**config.mk**
```make
export PLATFORM = sky130hd
export DESIGN_NAME = uart_test_panel
export DESIGN_NICKNAME = d
export VERILOG_FILES = /design/src/rtl/uart_test_panel.sv
export SDC_FILE = /design/constraint.sdc
export NUM_CORES = 1
export LEC_CHECK = 0
export ABC_AREA = 0
export CELL_PAD_IN_SITES_DETAIL_PLACEMENT = 1
export CELL_PAD_IN_SITES_GLOBAL_PLACEMENT = 2
export CORE_ASPECT_RATIO = 2
export CORE_MARGIN = 5
export CORE_UTILIZATION = 37
export CTS_CLUSTER_SIZE = 28
export DETAILED_ROUTE_END_ITERATION = 8
export GPL_TIMING_DRIVEN = 0
export HOLD_SLACK_MARGIN = 0.02
export PLACE_DENSITY = 0.85
export SKIP_LAST_GASP = 1
export SYNTH_ARGS = -nofsm -noshare
export SYNTH_HDL_FRONTEND = slang
export SYNTH_SLANG_ARGS = --single-unit
```
**constraint.sdc**
```tcl
create_clock -name clk -period 2.1 [get_ports clk]
set_input_delay 0.42 -clock clk [delete_from_list [all_inputs] [get_ports clk]]
set_output_delay 0.42 -clock clk [all_outputs]
set_load 0.01 [all_outputs]
```
**src/rtl/uart_test_panel.sv**
```systemverilog
// uart_test_panel
//   Front-panel controller for a UART test rig. Raw push-buttons are
//   synchronised and debounced. Channel 0 sends the switch value through
//   the UART transmitter handshake. The other channels give either a
//   one-cycle press pulse or a toggled configuration bit. Received bytes
//   are latched for display and counted.
//
//   Optional feature (macro AUTO_REPEAT_EN): holding the send button
//   re-issues a send every REPEAT_CYCLES cycles while the sender is idle.
//   Without the macro there is exactly one send per press, and no repeat
//   logic is built.
//
// Ports
//   clk        in   system clock, all logic on rising edge
//   rst        in   asynchronous active-low reset
//   btn        in   [BTN_N]  raw button levels, 1 = pressed
//   sw         in   [DATA_W] switch value to transmit
//   tx_ready   in   transmitter idle, may accept a byte
//   rx_valid   in   one-cycle strobe, rx_data holds a new byte
//   rx_data    in   [DATA_W] received byte
//   tx_data    out  [DATA_W] byte presented to transmitter
//   tx_send    out  one-cycle transmit request
//   btn_pulse  out  [BTN_N]  one-cycle press pulse per channel
//   cfg        out  [BTN_N]  toggle states (toggle channels only, else 0)
//   disp_rx    out  [DATA_W] last received byte
//   rx_count   out  [8]      received byte count (wraps)
module uart_test_panel #(
  parameter int                BTN_N         = 4,
  parameter int                DEB_CYCLES    = 50000,
  parameter logic [BTN_N-1:0]  TOGGLE_MASK   = 4'b0110,
  parameter int                DATA_W        = 8,
  parameter int                REPEAT_CYCLES = 5000000
) (
  input  logic              clk,
  input  logic              rst,
  input  logic [BTN_N-1:0]  btn,
  input  logic [DATA_W-1:0] sw,
  input  logic              tx_ready,
  input  logic              rx_valid,
  input  logic [DATA_W-1:0] rx_data,
  output logic [DATA_W-1:0] tx_data,
  output logic              tx_send,
  output logic [BTN_N-1:0]  btn_pulse,
  output logic [BTN_N-1:0]  cfg,
  output logic [DATA_W-1:0] disp_rx,
  output logic [7:0]        rx_count
);

  localparam int DEB_W = (DEB_CYCLES > 1) ? $clog2(DEB_CYCLES) : 1;
  localparam logic [DEB_W-1:0] DEB_MAX = DEB_W'(DEB_CYCLES - 1);
  // Channel 0 is the send button and never toggles.
  localparam logic [BTN_N-1:0] TOGGLE_EFF = TOGGLE_MASK & ~BTN_N'(1);

  logic [BTN_N-1:0] deb;
  logic [BTN_N-1:0] deb_d;
  logic             send_req;

  // Per-channel synchroniser and debouncer.
  for (genvar gi = 0; gi < BTN_N; gi++) begin : g_chan
    logic             sync_meta;
    logic             sync_level;
    logic             deb_level;
    logic [DEB_W-1:0] deb_cnt;

    always_ff @(posedge clk or negedge rst) begin
      if (!rst) begin
        sync_meta  <= 1'b0;
        sync_level <= 1'b0;
        deb_level  <= 1'b0;
        deb_cnt    <= '0;
      end else begin
        sync_meta  <= btn[gi];
        sync_level <= sync_meta;
        // Accept a level change only after it has been seen for
        // DEB_CYCLES consecutive cycles; any bounce restarts the count.
        if (sync_level != deb_level) begin
          if (deb_cnt == DEB_MAX) begin
            deb_level <= sync_level;
            deb_cnt   <= '0;
          end else begin
            deb_cnt <= deb_cnt + 1'b1;
          end
        end else begin
          deb_cnt <= '0;
        end
      end
    end

    assign deb[gi] = deb_level;
  end

  // Rising-edge detect of the debounced level, plus toggle registers.
  always_ff @(posedge clk or negedge rst) begin
    if (!rst) begin
      deb_d     <= '0;
      btn_pulse <= '0;
      cfg       <= '0;
    end else begin
      deb_d     <= deb;
      btn_pulse <= deb & ~deb_d;
      cfg       <= cfg ^ (btn_pulse & TOGGLE_EFF);
    end
  end

`ifdef AUTO_REPEAT_EN
  localparam int REP_W = (REPEAT_CYCLES > 1) ? $clog2(REPEAT_CYCLES) : 1;
  localparam logic [REP_W-1:0] REP_MAX = REP_W'(REPEAT_CYCLES - 1);

  logic [REP_W-1:0] rep_cnt;
  logic             auto_req;

  // The counter restarts on the press pulse, so the first repeat lands
  // REPEAT_CYCLES after it. Requests that arrive while the sender is busy
  // are dropped by the FSM, the same as an extra button press would be.
  assign auto_req = deb[0] && (rep_cnt == REP_MAX);

  always_ff @(posedge clk or negedge rst) begin
    if (!rst) begin
      rep_cnt <= '0;
    end else if (!deb[0] || btn_pulse[0] || (rep_cnt == REP_MAX)) begin
      rep_cnt <= '0;
    end else begin
      rep_cnt <= rep_cnt + 1'b1;
    end
  end

  assign send_req = btn_pulse[0] | auto_req;
`else
  assign send_req = btn_pulse[0];
`endif

  // Send FSM: latch the switches, wait for the transmitter, strobe once.
  typedef enum logic [1:0] {IDLE, WAIT_RDY, SEND} state_t;
  state_t state;

  always_ff @(posedge clk or negedge rst) begin
    if (!rst) begin
      state   <= IDLE;
      tx_data <= '0;
      tx_send <= 1'b0;
    end else begin
      tx_send <= 1'b0;
      case (state)
        IDLE: begin
          if (send_req) begin
            tx_data <= sw;
            state   <= WAIT_RDY;
          end
        end
        WAIT_RDY: begin
          if (tx_ready) begin
            tx_send <= 1'b1;
            state   <= SEND;
          end
        end
        SEND:    state <= IDLE;
        default: state <= IDLE;
      endcase
    end
  end

  // Receive capture, independent of the send path.
  always_ff @(posedge clk or negedge rst) begin
    if (!rst) begin
      disp_rx  <= '0;
      rx_count <= '0;
    end else if (rx_valid) begin
      disp_rx  <= rx_data;
      rx_count <= rx_count + 8'd1;
    end
  end

endmodule
```
==> flow_metrics.py, run 1 <==
metrics = {
    "floorplan": {
        "coreArea_um2": 12900,
        "dieArea_um2": 15700,
        "dieWidth_um": 91.0,
        "fp.dieH_um": 172,
        "pin_count": 57,
        "start_util": 0.376,
        "fp-row-count": 59,
    },
    "grt": {
        "antenna_found_initial": 0,
        "overflow": 0,
        "grt_max_degree": 73,
        "grt_pass1_vias": 4030,
        "grt_pass1_wl_um": 19500,
        "grt_usage": 0.156,
    },
    "logic_synthesis": {
        "synth_warnings": 0,
        "synth_compound_area_frac": 0.0134,
        "synth_fa_ha_area_frac": 0.0129,
        "yosys.area.top_type_share": 0.582,
        "yosysTopAreaCell": "dfrtp_1",
        "postSynthCellCount": 425,
        "synth_area_per_cell_um2": 11.4,
        "ys_types": 32,
        "synth_xor_xnor_area_share": 0.123,
        "synth_top_family_by_area": "simple AND/OR/NAND/NOR gates",
        "synthMuxAreaShare": 0.0495,
        "ys_seq_area_frac": 0.582,
        "synthSimpleGateAreaFrac": 0.200,
        "synth_area_um2": 4850,
        "synth_area_leaders": "dfrtp_1 (58%), xnor2_1 (9.0%), nor2_1 (5.9%)",
        "synth-seq-cells": 113,
    },
    "clock_tree": {
        "post_cts_resize_count": 0,
        "cts.clk_slew.worst_paths_ns": 0.05,
        "cts.sinks": 113,
        "clockBufferDepth": 2,
        "cts_tree": "yes",
        "root_buffer": "clkbuf_16",
        "clock_latency_ns": 0.40,
        "htreeDepth": 4,
        "cts_buffers": 17,
    },
    "sta": {
        "worst_pin_slew_ns": 0.816,
        "rsz0062_at_grt": "no",
        "fin_crit_sh": 0.945,
        "hold_violations": 0,
        "fin_crit_ns": 1.99,
        "fmax_mhz": 504,
        "drv_slew": 0,
        "fin_skew_ns": 0.00862,
        "slew_headroom": 0.454,
        "whs_ns": 0.352,
        "finalSetupViolations": 0,
    },
    "setup_path": {
        "r2r_slack_ns": 0.11,
        "cp_slowest_cell": "or4_4",
        "required_ns": 2.38,
        "path_max_fanout": 8,
        "critPathMaxStageDelay_ns": 0.61,
        "cp-start-kind": "flip-flop",
        "worst_setup_path_end_kind": "flip-flop",
        "critPathArrivalTime_ns": 2.27,
        "path_class": "reg -> reg",
        "crit_chain": "ha_1 > nand3_1 > or4_4 > mux2_4",
    },
    "place": {
        "placement.io_buffers": 54,
        "hpwlAfterDp_um": 7840,
        "place.gp.congestion": 0.785,
        "dpl_cell_area_um2": 5610,
    },
    "routing": {
        "antenna_left": 0,
        "dr.pass1.iters": 4,
        "viasPerCell": 5.17,
        "drtIter0Drc": 94,
        "via_count": 3449,
        "totalWireLength_um": 11300,
        "drc": 0,
        "routedWlPerCell_um": 16.9,
    },
    "job": {
        "cap_violations": 0,
    },
    "cells_and_area": {
        "syn_to_final_growth_pct": 28.6,
        "num-fill-cells": 1378,
        "nets": 531,
        "mostFrequentLayoutCell": "dfrtp_1",
        "mostFrequentLayoutCells": "dfrtp_1 (113), nor2_1 (76), clkdlybuf4s50_1 (53)",
        "drive_above_1_share": 0.130,
        "fin_area_um2": 6240,
        "diodes": 0,
    },
    "power": {
        "irDropWorstVdd_mv": 0.599,
        "p_int_mw": 4.52,
        "p_sw_mw": 1.30,
        "combPwrFrac": 0.086,
        "seqPwrFrac": 0.413,
        "swShare": 0.224,
        "p_clk_frac": 0.501,
        "powerDensity_nw_per_um2": 932,
        "p_leak_nw": 2.67,
    },
    "hold_path": {
        "min_path_type": "reg -> reg",
    },
    "outcome": {
        "status": "complete, no violations",
    },
}
[sequential cells by signal (all words and copies together), names as in the netlist]
| register | count |
|---|---|
| tx_send | 1 |
| g_chan.sync_level | 4 |
| g_chan.sync_meta | 4 |
| btn_pulse | 4 |
| disp_rx | 8 |
| tx_data | 8 |
| state | 2 |
| g_chan.deb_level | 4 |
| g_chan.deb_cnt | 64 |
| rx_count | 8 |
| deb_d | 4 |
| cfg | 2 |
[layer usage]
| metal | track usage | vias up | part of all wire |
|---|---|---|---|
| met5 | 0 | - | 0 |
| li1 | - | 1600 | - |
| met2 | 0.297 | 53 | 0.59 |
| met3 | 0.0427 | 15 | 0.027 |
| met4 | 0.0613 | 0 | 0.016 |
| met1 | 0.158 | 1781 | 0.37 |
[power groups by stage]
stage	registers, mW	logic, mW	clock network [mW]
global route	2.42	0.553	3.10
finish	2.40	0.503	2.91
global placement	2.43	0.488	0
floorplan	2.45	0.166	0
CTS	2.41	0.514	2.99
detailed placement	2.44	0.508	0
[cell usage after synthesis, drive strengths merged]
library cell,number
a21oi,1
and2,1
and3,8
buf,4
clkbuf,3
conb,1
dfrtp,113
ha,5
inv,12
mux2,21
nand2,20
nand3,24
nand3b,1
nand4,19
nor2,76
nor2b,4
nor3,13
nor3b,1
nor4,17
nor4b,4
nor4bb,4
o21ai,1
o41ai,2
or3,1
or4,1
xnor2,50
xor2,18
[worst max-delay path, delay by kind of cell, from the launching register on]
family / cells / cell delay [ns]
AND/OR/NAND/NOR: 2 / 0.95
multiplexers: 1 / 0.31
flip-flops: 1 / 0.40
adder cells (fa/ha/maj): 1 / 0.22
[path summary, 6_finish.rpt]
kind / start / to / cells past startpoint
min in group asynchronous: rst / disp_rx[5]$_DFFE_PN0P_ / 2
setup reg to reg: g_chan[3].deb_cnt[0]$_DFF_PN0_ / g_chan[3].deb_level$_DFFE_PN0P_ / 4
setup / recovery: g_chan[3].deb_cnt[0]$_DFF_PN0_ / g_chan[3].deb_level$_DFFE_PN0P_ / 4
hold / removal: g_chan[0].sync_meta$_DFF_PN0_ / g_chan[0].sync_level$_DFF_PN0_ / 0
max in group asynchronous: rst / g_chan[1].deb_cnt[12]$_DFF_PN0_ / 3
hold reg to reg: g_chan[0].sync_meta$_DFF_PN0_ / g_chan[0].sync_level$_DFF_PN0_ / 0
[kinds of logic (layout without fill, tap and decap cells)]
family / Yosys count / count (layout)
buffers and inverters: 19 / 108
other: 1 / 2
muxes: 21 / 21
xor gates and xnor gates: 68 / 68
AOI/OAI and AO/OA: 4 / 4
DFF: 113 / 113
adders and majority gates: 5 / 5
and+or+nand+nor: 194 / 194
[layout make-up]
class	count	area (µm²)	share of cell area
Multi-Input combinational cell	294	1940	0.311
Buffer	5	35.0	0.00561
Clock buffer	21	470	0.0753
Sequential cell	113	2830	0.453
Clock inverter	11	135	0.0216
Timing Repair Buffer	59	598	0.0958
Tap cell	152	190	0.0305
Inverter	12	45.0	0.00721
[per-stage QoR]
step / TNS (ns) / utilization / cells / power [mW] / setup WS (ns)
2_1_floorplan: 0 / - / 426 / 2.62 / 0.340
3_3_place_gp: -419.65 / 0.433 / 632 / 2.92 / -3.73
3_5_place_dp: 0 / 0.435 / 633 / 2.95 / 0.0715
4_1_cts: 0 / 0.482 / 666 / 5.91 / 0.0467
5_1_grt: 0 / 0.483 / 667 / 6.07 / 0.0582
6_report: 0 / 0.483 / 667 / 5.82 / 0.115
[repair_timing]
action / CTS / global route
buffers inserted: 0 / 3
endpoints found under the setup margin: 0 / 40
hold buffers: 1 / 0
hold endpoints to repair: 6 / 0
(Power assumes the default switching activity.)
==> run 2: changes to the inputs <==
--- a/config.mk
+++ b/config.mk
@@ -16,6 +16,7 @@
 export GPL_TIMING_DRIVEN = 0
 export HOLD_SLACK_MARGIN = 0.02
 export PLACE_DENSITY = 0.85
+export REMOVE_ABC_BUFFERS = 1
 export SKIP_LAST_GASP = 1
 export SYNTH_ARGS = -nofsm -noshare
 export SYNTH_HDL_FRONTEND = slang
==> flow_metrics.py, run 2 (synthesis results as in run 1) <==
metrics = {
    "grt": {
        "antenna_found_initial": 0,
        "grt_pass1_wl_um": 18300,
        "overflow": 0,
        "grt_max_degree": 101,
        "grt_pass1_vias": 3784,
        "grt_usage": 0.146,
    },
    "floorplan": {
        "coreArea_um2": 12900,
        "dieArea_um2": 15700,
        "pin_count": 57,
        "fp-row-count": 59,
        "dieWidth_um": 91.0,
        "fp.dieH_um": 172,
        "start_util": 0.376,
    },
    "power": {
        "irDropWorstVdd_mv": 0.721,
        "p_int_mw": 4.44,
        "p_sw_mw": 1.26,
        "swShare": 0.220,
        "p_clk_frac": 0.492,
        "combPwrFrac": 0.087,
        "powerDensity_nw_per_um2": 920,
        "seqPwrFrac": 0.422,
        "p_leak_nw": 2.65,
    },
    "setup_path": {
        "worst_setup_path_end_kind": "flip-flop",
        "critPathArrivalTime_ns": 2.21,
        "worstReg2RegStart": "g_chan[3].deb_cnt[0]$_DFF_PN0_",
        "cp_slowest_cell": "or4_4",
        "startpoint": "g_chan[3].deb_cnt[0]$_DFF_PN0_",
        "path_max_fanout": 8,
        "r2r_cells": 4,
        "critPathMaxStageDelay_ns": 0.60,
        "cp-start-kind": "flip-flop",
        "path_class": "reg -> reg",
        "crit_chain": "ha_1 > nand3_1 > or4_4 > mux2_4",
        "required_ns": 2.38,
    },
    "cells_and_area": {
        "largest_reg_flops": 64,
        "drive_above_1_share": 0.118,
        "layout.cells.non_filler": 659,
        "mostFrequentLayoutCells": "dfrtp_1 (113), nor2_1 (76), clkdlybuf4s50_1 (53)",
        "largest_register": "g_chan.deb_cnt",
        "syn_to_final_growth_pct": 27.7,
        "nets": 526,
        "num-fill-cells": 1375,
        "diodes": 0,
        "mostFrequentLayoutCell": "dfrtp_1",
    },
    "routing": {
        "routedWlPerCell_um": 16.1,
        "viasPerCell": 5.08,
        "drc": 0,
        "dr.pass1.iters": 3,
        "antenna_left": 0,
        "via_count": 3347,
        "drtIter0Drc": 69,
        "totalWireLength_um": 10600,
    },
    "place": {
        "place.gp.congestion": 0.798,
        "placement.io_buffers": 54,
        "post-place-ws_ns": -0.0553,
        "hpwlAfterDp_um": 7460,
        "dp.cells": 626,
    },
    "job": {
        "cap_violations": 0,
    },
    "sta": {
        "drv_slew": 0,
        "fin_skew_ns": 0.0145,
        "worst_pin_slew_ns": 0.717,
        "fmax_mhz": 518,
        "slew_headroom": 0.520,
        "finalSetupViolations": 0,
        "fin_crit_ns": 1.93,
        "rsz0062_at_grt": "no",
        "fin_crit_sh": 0.919,
        "worst_slack_ns": 0.170,
        "hold_violations": 0,
    },
    "hold_path": {
        "holdCritStartpoint": "g_chan[0].sync_meta$_DFF_PN0_",
        "min_path_type": "reg -> reg",
        "worstHoldPathCells": 0,
    },
    "clock_tree": {
        "cts_buffers": 17,
        "post_cts_resize_count": 0,
        "cts_tree": "yes",
        "cts.sinks": 113,
        "root_buffer": "clkbuf_16",
        "cts.clk_slew.worst_paths_ns": 0.05,
        "htreeDepth": 4,
        "clockBufferDepth": 2,
        "clock_latency_ns": 0.41,
    },
    "outcome": {
        "status": "complete, no violations",
    },
}
==> run 2: changes by cell type in the layout (fill, tap and decap cells not counted) <==
cell and delta:
clkbuf_1 -1, buf_4 -4, clkinv_2 -2, clkinvlp_4 -2, bufinv_16 -1, buf_12 +1
buf_2 -1, clkbuf_8 +2
==> run 2: path summary, 6_finish.rpt <==
kind	end	slack (ns)
max	g_chan[3].deb_level$_DFFE_PN0P_	0.17
max in group asynchronous	rx_count[4]$_DFFE_PN0P_	0.97
min reg2reg	g_chan[0].sync_level$_DFF_PN0_	0.34
min in group asynchronous	tx_data[1]$_DFFE_PN0P_	0.40
min	g_chan[0].sync_level$_DFF_PN0_	0.34
max reg2reg	g_chan[3].deb_level$_DFFE_PN0P_	0.17
==> run 2: timing repair <==
action / CTS / global route
buffers inserted: 2 / 1
pin swaps: 2 / 1
hold endpoints to repair: 13 / 0
hold buffers: 1 / 0
setup endpoints to repair: 20 / 15
==> run 2: power by group through the flow <==
stage	logic (mW)	clock network, mW	registers (mW)
5_1_grt	0.540	3.01	2.42
3_3_place_gp	0.475	0	2.43
2_1_floorplan	0.157	0	2.45
4_1_cts	0.505	2.89	2.41
3_5_place_dp	0.497	0	2.44
6_report	0.493	2.80	2.40
==> run 2: area by class of cell <==
class	count	area (µm²)	share of cell area
Clock buffer	23	498	0.0803
Clock inverter	6	80.1	0.0129
Inverter	12	45.0	0.00727
Multi-Input combinational cell	294	1940	0.313
Sequential cell	113	2830	0.456
Tap cell	152	190	0.0307
Timing Repair Buffer	59	614	0.0991
==> run 2: stage by stage <==
step,hold WS (ns),power [mW],TNS [ns],instance area [µm²],utilization
2_1_floorplan,0.124,2.61,0,4820,-
3_3_place_gp,0.334,2.91,-425.45,5550,0.429
3_5_place_dp,0.255,2.94,-0.155,5580,0.432
4_1_cts,0.351,5.80,0,6180,0.478
5_1_grt,0.356,5.97,0,6200,0.480
6_report,0.344,5.70,0,6200,0.480
==> run 2: critical path: cells and delay by family, from the launching register on <==
kind	cells	cell delay (ns)
and+or+nand+nor	2	0.91
DFF	1	0.39
muxes	1	0.31
adders and majority gates	1	0.21
==> run 2: routing by layer <==
metal,up-vias,share of wire,global-route usage
met4,0,0.020,0.0607
met3,15,0.025,0.0387
met5,-,0,0
li1,1591,-,-
met1,1696,0.38,0.151
met2,45,0.58,0.275
